$ cat src/rtl/wash_cycle_controller.sv
// Idle/Fill/Wash/Rinse/Spin sequencer with a built-in minute timer and selectable wash+rinse repeats.
// State changes take effect on the clk edge that samples the condition; pause freezes timer and actuators.
module wash_cycle_controller #(
  parameter int TICKS_PER_MIN = 60,
  parameter int TIME_W        = 4,
  parameter int FILL_MIN      = 2,
  parameter int WASH_MIN      = 5,
  parameter int RINSE_MIN     = 2,
  parameter int SPIN_MIN      = 1,
  parameter int MAX_CYCLES    = 3,
  parameter int CYC_W         = 2
) (
  input  logic              clk,
  input  logic              rst_n,
  input  logic              coin_in,
  input  logic [CYC_W-1:0]  cycles_sel,
  input  logic              pause,
  input  logic              abort,
  output logic              wash_done,
  output logic              done_pulse,
  output logic              busy,
  output logic              fill_water_sig,
  output logic              washing_sig,
  output logic              rinse_sig,
  output logic              spin_sig,
  output logic [2:0]        state_code,
  output logic [CYC_W-1:0]  cycle_count,
  output logic [TIME_W-1:0] elapsed_min
);

  localparam int TICK_W = $clog2(TICKS_PER_MIN);

  typedef enum logic [2:0] {
    IDLE  = 3'b000,
    FILL  = 3'b001,
    WASH  = 3'b011,
    RINSE = 3'b010,
    SPIN  = 3'b110
  } state_t;

  state_t              state;
  logic [TICK_W-1:0]   tick_cnt;
  logic [CYC_W-1:0]    target;
  logic [CYC_W-1:0]    sel_target;
  logic [TIME_W-1:0]   dur;
  logic                running;
  logic                tick_wrap;
  logic                timeout;
  logic                abort_ok;

  always_comb begin
    case (state)
      FILL:    dur = TIME_W'(FILL_MIN);
      WASH:    dur = TIME_W'(WASH_MIN);
      RINSE:   dur = TIME_W'(RINSE_MIN);
      SPIN:    dur = TIME_W'(SPIN_MIN);
      default: dur = '0;
    endcase
  end

  // Zero repetitions is meaningless, so it runs one; oversize requests clamp.
  always_comb begin
    if (cycles_sel == '0)
      sel_target = CYC_W'(1);
    else if (cycles_sel > CYC_W'(MAX_CYCLES))
      sel_target = CYC_W'(MAX_CYCLES);
    else
      sel_target = cycles_sel;
  end

  assign running   = (state != IDLE) && !pause;
  assign tick_wrap = running && (tick_cnt == TICK_W'(TICKS_PER_MIN - 1));
  assign timeout   = tick_wrap && (elapsed_min == dur - TIME_W'(1));
  assign abort_ok  = abort && (state == FILL || state == WASH || state == RINSE);

  always_ff @(posedge clk) begin
    if (!rst_n) begin
      state       <= IDLE;
      tick_cnt    <= '0;
      elapsed_min <= '0;
      cycle_count <= '0;
      target      <= '0;
      done_pulse  <= 1'b0;
    end else begin
      done_pulse <= 1'b0;
      if (abort_ok) begin
        state       <= SPIN;
        tick_cnt    <= '0;
        elapsed_min <= '0;
      end else if (state == IDLE) begin
        tick_cnt    <= '0;
        elapsed_min <= '0;
        if (coin_in) begin
          state       <= FILL;
          target      <= sel_target;
          cycle_count <= '0;
        end
      end else if (timeout) begin
        tick_cnt    <= '0;
        elapsed_min <= '0;
        case (state)
          FILL: state <= WASH;
          WASH: state <= RINSE;
          RINSE: begin
            cycle_count <= cycle_count + CYC_W'(1);
            if (({1'b0, cycle_count} + (CYC_W+1)'(1)) < {1'b0, target})
              state <= WASH;
            else
              state <= SPIN;
          end
          SPIN: begin
            state      <= IDLE;
            done_pulse <= 1'b1;
          end
          default: state <= IDLE;
        endcase
      end else if (tick_wrap) begin
        tick_cnt    <= '0;
        elapsed_min <= elapsed_min + TIME_W'(1);
      end else if (running) begin
        tick_cnt <= tick_cnt + TICK_W'(1);
      end
    end
  end

  assign state_code     = state;
  assign wash_done      = (state == IDLE);
  assign busy           = (state != IDLE);
  assign fill_water_sig = (state == FILL)  && !pause;
  assign washing_sig    = (state == WASH)  && !pause;
  assign rinse_sig      = (state == RINSE) && !pause;
  assign spin_sig       = (state == SPIN)  && !pause;

endmodule
$ cat config.mk
export PLATFORM = sky130hd
export DESIGN_NAME = wash_cycle_controller
export DESIGN_NICKNAME = d
export VERILOG_FILES = /design/src/rtl/wash_cycle_controller.sv
export SDC_FILE = /design/constraint.sdc
export NUM_CORES = 1
export LEC_CHECK = 0
export ABC_AREA = 1
export ABC_CLOCK_PERIOD_IN_PS = 1430
export BUFFER_PORTS_ARGS = -buffer_cell sky130_fd_sc_hd__buf_2
export CAP_MARGIN = 40
export CORE_ASPECT_RATIO = 0.7
export CORE_UTILIZATION = 35
export DETAILED_ROUTE_END_ITERATION = 8
export RECOVER_POWER = 25
export SYNTH_ARGS = -nofsm -noshare
export SYNTH_HDL_FRONTEND = slang
export SYNTH_SLANG_ARGS = --single-unit
export TNS_END_PERCENT = 10
$ cat constraint.sdc
create_clock -name clk -period 1.43 [get_ports clk]
set_input_delay 0.286 -clock clk [delete_from_list [all_inputs] [get_ports clk]]
set_output_delay 0.286 -clock clk [all_outputs]
set_load 0.05 [all_outputs]
-- After elaboration in Yosys (flattened, before gate mapping)
Cells that the tools add are included.
- flip-flop bits (word level): 18
- input port bits: 7
- output and inout port bits: 16
- word-level logic and storage cells: 65
- add/sub/neg operators: 5
- $lt $le $gt $ge: 2
- equal/unequal tests: 8
- muxes and demuxes: 14
- bitwise gates (word level): 3
- reductions and logical operators: 26
- operators with widths (kind ; number):
    $pmux 3 s3 ; 2
    $mux 3 ; 5
    $mux 2 ; 6
    $logic_and 1x1->1 ; 8
    $reduce_or 4->1 ; 2
    $add 6x1->6 const B ; 1
    $eq 3x2->1 const B ; 2
    $eq 6x6->1 const B ; 1
    $reduce_bool 3->1 ; 2
    $reduce_or 5->1 ; 1
    $add 4x1->4 const B ; 1
    $eq 4x4->1 ; 1
    $reduce_and 2->1 ; 2
    $reduce_and 4->1 ; 1
    $reduce_bool 2->1 ; 2
    $reduce_or 2->1 ; 2
    $sub 4x1->4 const B ; 1
    $add 2x1->3 const B ; 1
    $eq 3x1->1 const B ; 1
    $eq 3x3->1 const B ; 1
    $logic_not 3->1 ; 1
    $lt 3x2->1 ; 1
    $ne 3x2->1 const B ; 1
    $not 1->1 ; 3
    other kinds (8) ; 9

-- Depth between registers and ports, before layout
- depth after elaboration: 9
- gate-level depth with buffers: 12
- mapped depth without buffers: 12

-- Worst setup path before layout
OpenSTA, ideal clock, no wires.
- path type: register to output
- start: register state[1], in the netlist state_code[1]
- end: output port rinse_sig
- arrival: 1962 ps
- required time: 1144 ps
- setup slack: -818 ps
- stages on the path, launching flop included: 3
- buffers on the path: 0
- cells stage by stage: dfxtp_1 nand2_2 nor3_1
- longest elaborated chain between the ends: 2
- ends and longest elaborated chain (element ; line ; RTL):
    from (decl) ; 41 ; state_t state;
    from (signal assigned) ; 78 ; state <= IDLE;
    from (signal assigned) ; 87 ; state <= SPIN;
    from (signal assigned) ; 94 ; state <= FILL;
    $eq 3x2->1 ; 131 ; assign rinse_sig = (state == RINSE) && !pause;
    $logic_and 1x1->1 ; 131 ;
    to (decl) ; 24 ; output logic rinse_sig,
Every way passes these cells.

-- Final worst setup path
- start: register cycle_count[1]
- end: register state[0], in the netlist state_code[0]
- longest elaborated chain between the ends: 6
- ends and longest elaborated chain (element ; line ; RTL):
    from (decl) ; 27 ; output logic [CYC_W-1:0] cycle_count,
    from (signal assigned) ; 105 ; cycle_count <= cycle_count + CYC_W'(1);
    $add 2x1->3 ; 106 ; if (({1'b0, cycle_count} + (CYC_W+1)'(1)) < {1'b0, target})
    $lt 3x2->1 ; 106 ;
    $mux 3 ; 106 ;
    $pmux 3 s3 ; 101 ; case (state)
    $mux 3 ; 98 ; end else if (timeout) begin
    $mux 3 ; 90 ; end else if (state == IDLE) begin
    to (signal assigned) ; 102 ; FILL: state <= WASH;
    to (signal assigned) ; 103 ; WASH: state <= RINSE;
    to (signal assigned) ; 107 ; state <= WASH;
Every way passes these cells. The select of a mux whose other input is x is not followed.
A chain may end at the register's enable or synchronous reset.

==> flow_summary.json <==
{
  "status": "complete, but fails checks",
  "violations": "setup timing",
  "drt_pass1_iterations": 4,
  "crit_type": "reg -> reg",
  "nets": 214,
  "grt_pass1_wl_mm": 4.64,
  "yosys.area.top_type": "dfxtp_1",
  "path_delay_family": "adder cells",
  "rsz0062_at_grt": "true",
  "power_mw": 3.62,
  "fmax_mhz": 663,
  "num_vias": 1129,
  "grt_pass1_vias": 1077,
  "die_w_microns": 68.9,
  "critPathMaxFanout": 2,
  "seq_area_frac_synth_pct": 32.8,
  "arrival_ns": 1.70,
  "r2r_end": "state_code[0]$_SDFFE_PP0P_",
  "p_per_area_nw_per_um2": 2300,
  "critical-path-slowest-cell": "fa_1",
  "fin_cells": 238,
  "post-place-cells": 234,
  "worst_slack_ns": -0.0775,
  "dieHeight_microns": 48.8,
  "cts.sinks": 18,
  "vias_per_cell": 4.74,
  "ant_nets": 0,
  "syn_inst": 158,
  "postCtsSetupBuffers": 0,
  "syn_nets": 169,
  "fin_crit_ns": 1.51,
  "clock-root-buffer": "clkbuf_8",
  "synth_seq_cells": 18,
  "cts_max_level": 1,
  "wl_per_cell_microns": 11.1,
  "maxCapViolCount": 0,
  "crit_top_cell": "a21oi_2",
  "cts_tree": "done",
  "critPathRequiredTime_ns": 1.62,
  "gp_congestion": 0.779,
  "leakage_nw": 0.759,
  "worstSetupEndpoint": "state_code[0]$_SDFFE_PP0P_",
  "critPathLaunchType": "flip-flop",
  "cts_max_path_buffers": 2,
  "avgSynthCellArea_sq_um": 6.94,
  "worst-path-buf-inv": 1,
  "antenna_found_initial": 0,
  "synth_area_leaders": "dfxtp_1, nand2_1, nor2_1, nand3_1, inv_1",
  "tightest_slew_ns": 0.275,
  "hold_viol": 0,
  "cts_buffers": 3,
  "synth_edf_count": 0,
  "path_cells": "inv_2 > fa_1 > nor2_1 > o21ai_1 > nand3_1 > a21oi_2 > nand2_2 > a21oi_2",
  "gr-total-overflow": 0,
  "track_usage_pct": 18.4,
  "synth_area_sq_um": 1100,
  "grt_max_degree": 11,
  "tns_ns": -0.180,
  "crit_start": "cycle_count[1]$_SDFFE_PN0P_",
  "row_count": 16,
  "reg2reg_slack_ns": -0.08,
  "synth_common_cells": "nand2_1, nor2_1, dfxtp_1",
  "start_util_pct": 38.1,
  "yosysTopAreaCellShare_pct": 32.8,
  "min_path_type": "in -> reg",
  "cts_hold_buf": 0,
  "synth_cell_types": 26,
  "reg2regPathDepth": 8,
  "portBuffers": 22,
  "syn2layout_area_growth_pct": 43.8,
  "wl_mm": 2.65,
  "route.detailed.drc": 0,
  "slew_viol_final": 0,
  "async_reset_ff_share_pct": 0,
  "synth-main-ff-cell": "dfxtp_1",
  "slew_headroom_pct": 81.7,
  "coreArea_sq_um": 2880,
  "ir_worst_vdd_mv": 1.52,
  "dieArea_sq_um": 3370,
  "clock_skew_ns": 0.000789,
  "drive_gt1_share_pct": 43.6,
  "setup_viol": 5,
  "drt_iter0_drc": 38,
  "diodes": 0,
  "max_stage_delay_ns": 0.52,
  "synth.most_common_cell": "nand2_1",
  "whs_path_depth": 3,
  "timing.rr.start": "cycle_count[1]$_SDFFE_PN0P_",
  "clk_latency_ns": 0.26,
  "ioPinCount": 23,
  "end_kind": "flip-flop",
  "synth_warnings": 0,
  "finalCritPeriodShare_pct": 105,
  "worst-path-stages": 8,
  "dp_hpwl_mm": 2.14,
  "clk_pin_slew_ns": 0.07
}
## logic make-up (layout without fill, tap and decap cells)
family | count (synthesis) | in the layout | synth area share [%]
compound gates | 16 | 16 | 8.44
xor+xnor | 1 | 1 | 0.798
fa+ha+maj | 4 | 4 | 5.25
buf+inv | 22 | 66 | 7.98
flops | 18 | 18 | 32.8
simple gates | 97 | 97 | 44.7
## report_power, final
part | leakage, nW | internal (mW) | total (mW) | switching, mW
Combinational | 0.581 | 0.866 | 2.43 | 1.57
Sequential | 0.150 | 0.638 | 0.768 | 0.130
Clock | 0.0288 | 0.245 | 0.423 | 0.178
Total | 0.759 | 1.75 | 3.62 | 1.87
## routing by layer
metal,part of all wire [%],GRT usage [%],vias to the layer above
li1,-,-,600
met1,54,27.0,508
met2,42,27.2,18
met3,4.0,5.61,3
met4,0.41,2.04,0
met5,0,0,-
## area by class of cell
cell class | instances | area (sq um)
Tap cell | 36 | 45.0
Fill cell | 274 | 1310
Timing Repair Buffer | 40 | 287
Clock buffer | 4 | 55.1
Multi-Input combinational cell | 118 | 712
Inverter | 22 | 100
Sequential cell | 18 | 379
## layout by cell type, fill, tap and decap left out, types with 5 or more instances in the layout
master   netlist  routed
a21oi_1        8       7
buf_2          0      12
buf_4          0      18
buf_6          0       5
dfxtp_1       18      13
dfxtp_4        0       5
inv_1         14      12
inv_2          7       5
nand2_1       38      36
nand2_2        4       6
nand3_1       15      13
nor2_1        21      17
## flip-flops by register name, indices dropped and copies added (netlist names)
signal	count
tick_cnt	6
state_code	3
cycle_count	2
target	2
done_pulse	1
elapsed_min	4
## worst min-delay path by stage
stage                                        start                     endpoint  slack, ns
after floorplan                              rst_n   state_code[1]$_SDFFE_PN0P_       0.40
after global placement    tick_cnt[5]$_SDFFE_PP0P_     tick_cnt[5]$_SDFFE_PP0P_       0.46
after detailed placement  tick_cnt[5]$_SDFFE_PP0P_     tick_cnt[5]$_SDFFE_PP0P_       0.46
after CTS                                    rst_n  cycle_count[0]$_SDFFE_PN0P_       0.30
after global routing                         rst_n  cycle_count[1]$_SDFFE_PN0P_       0.33
final                                        rst_n  cycle_count[0]$_SDFFE_PN0P_       0.31
## worst register-to-register path, cell delays in order (launching register included)
cell     delay, ns
dfxtp_4       0.35
inv_2         0.03
fa_1          0.52
nor2_1        0.04
o21ai_1       0.09
nand3_1       0.11
a21oi_2       0.14
nand2_2       0.06
a21oi_2       0.10
## stage by stage
stage / area (sq um) / utilization [%] / hold slack [ns] / setup slack [ns]
6_report: 1580 / 54.7 / 0.309 / -0.0775
3_3_place_gp: 1440 / 49.8 / 0.462 / -0.0650
5_1_grt: 1580 / 54.7 / 0.329 / -0.181
3_5_place_dp: 1440 / 49.8 / 0.463 / -0.101
2_1_floorplan: 1150 / - / 0.397 / -0.160
4_1_cts: 1550 / 53.8 / 0.300 / -0.0840
## repair_timing
action | in CTS | in global routing
endpoints found under the setup margin | 18 | 21
pin swaps | 3 | 0
resized for setup | 20 | 7
Note: power is estimated with default switching activity, not from simulation.
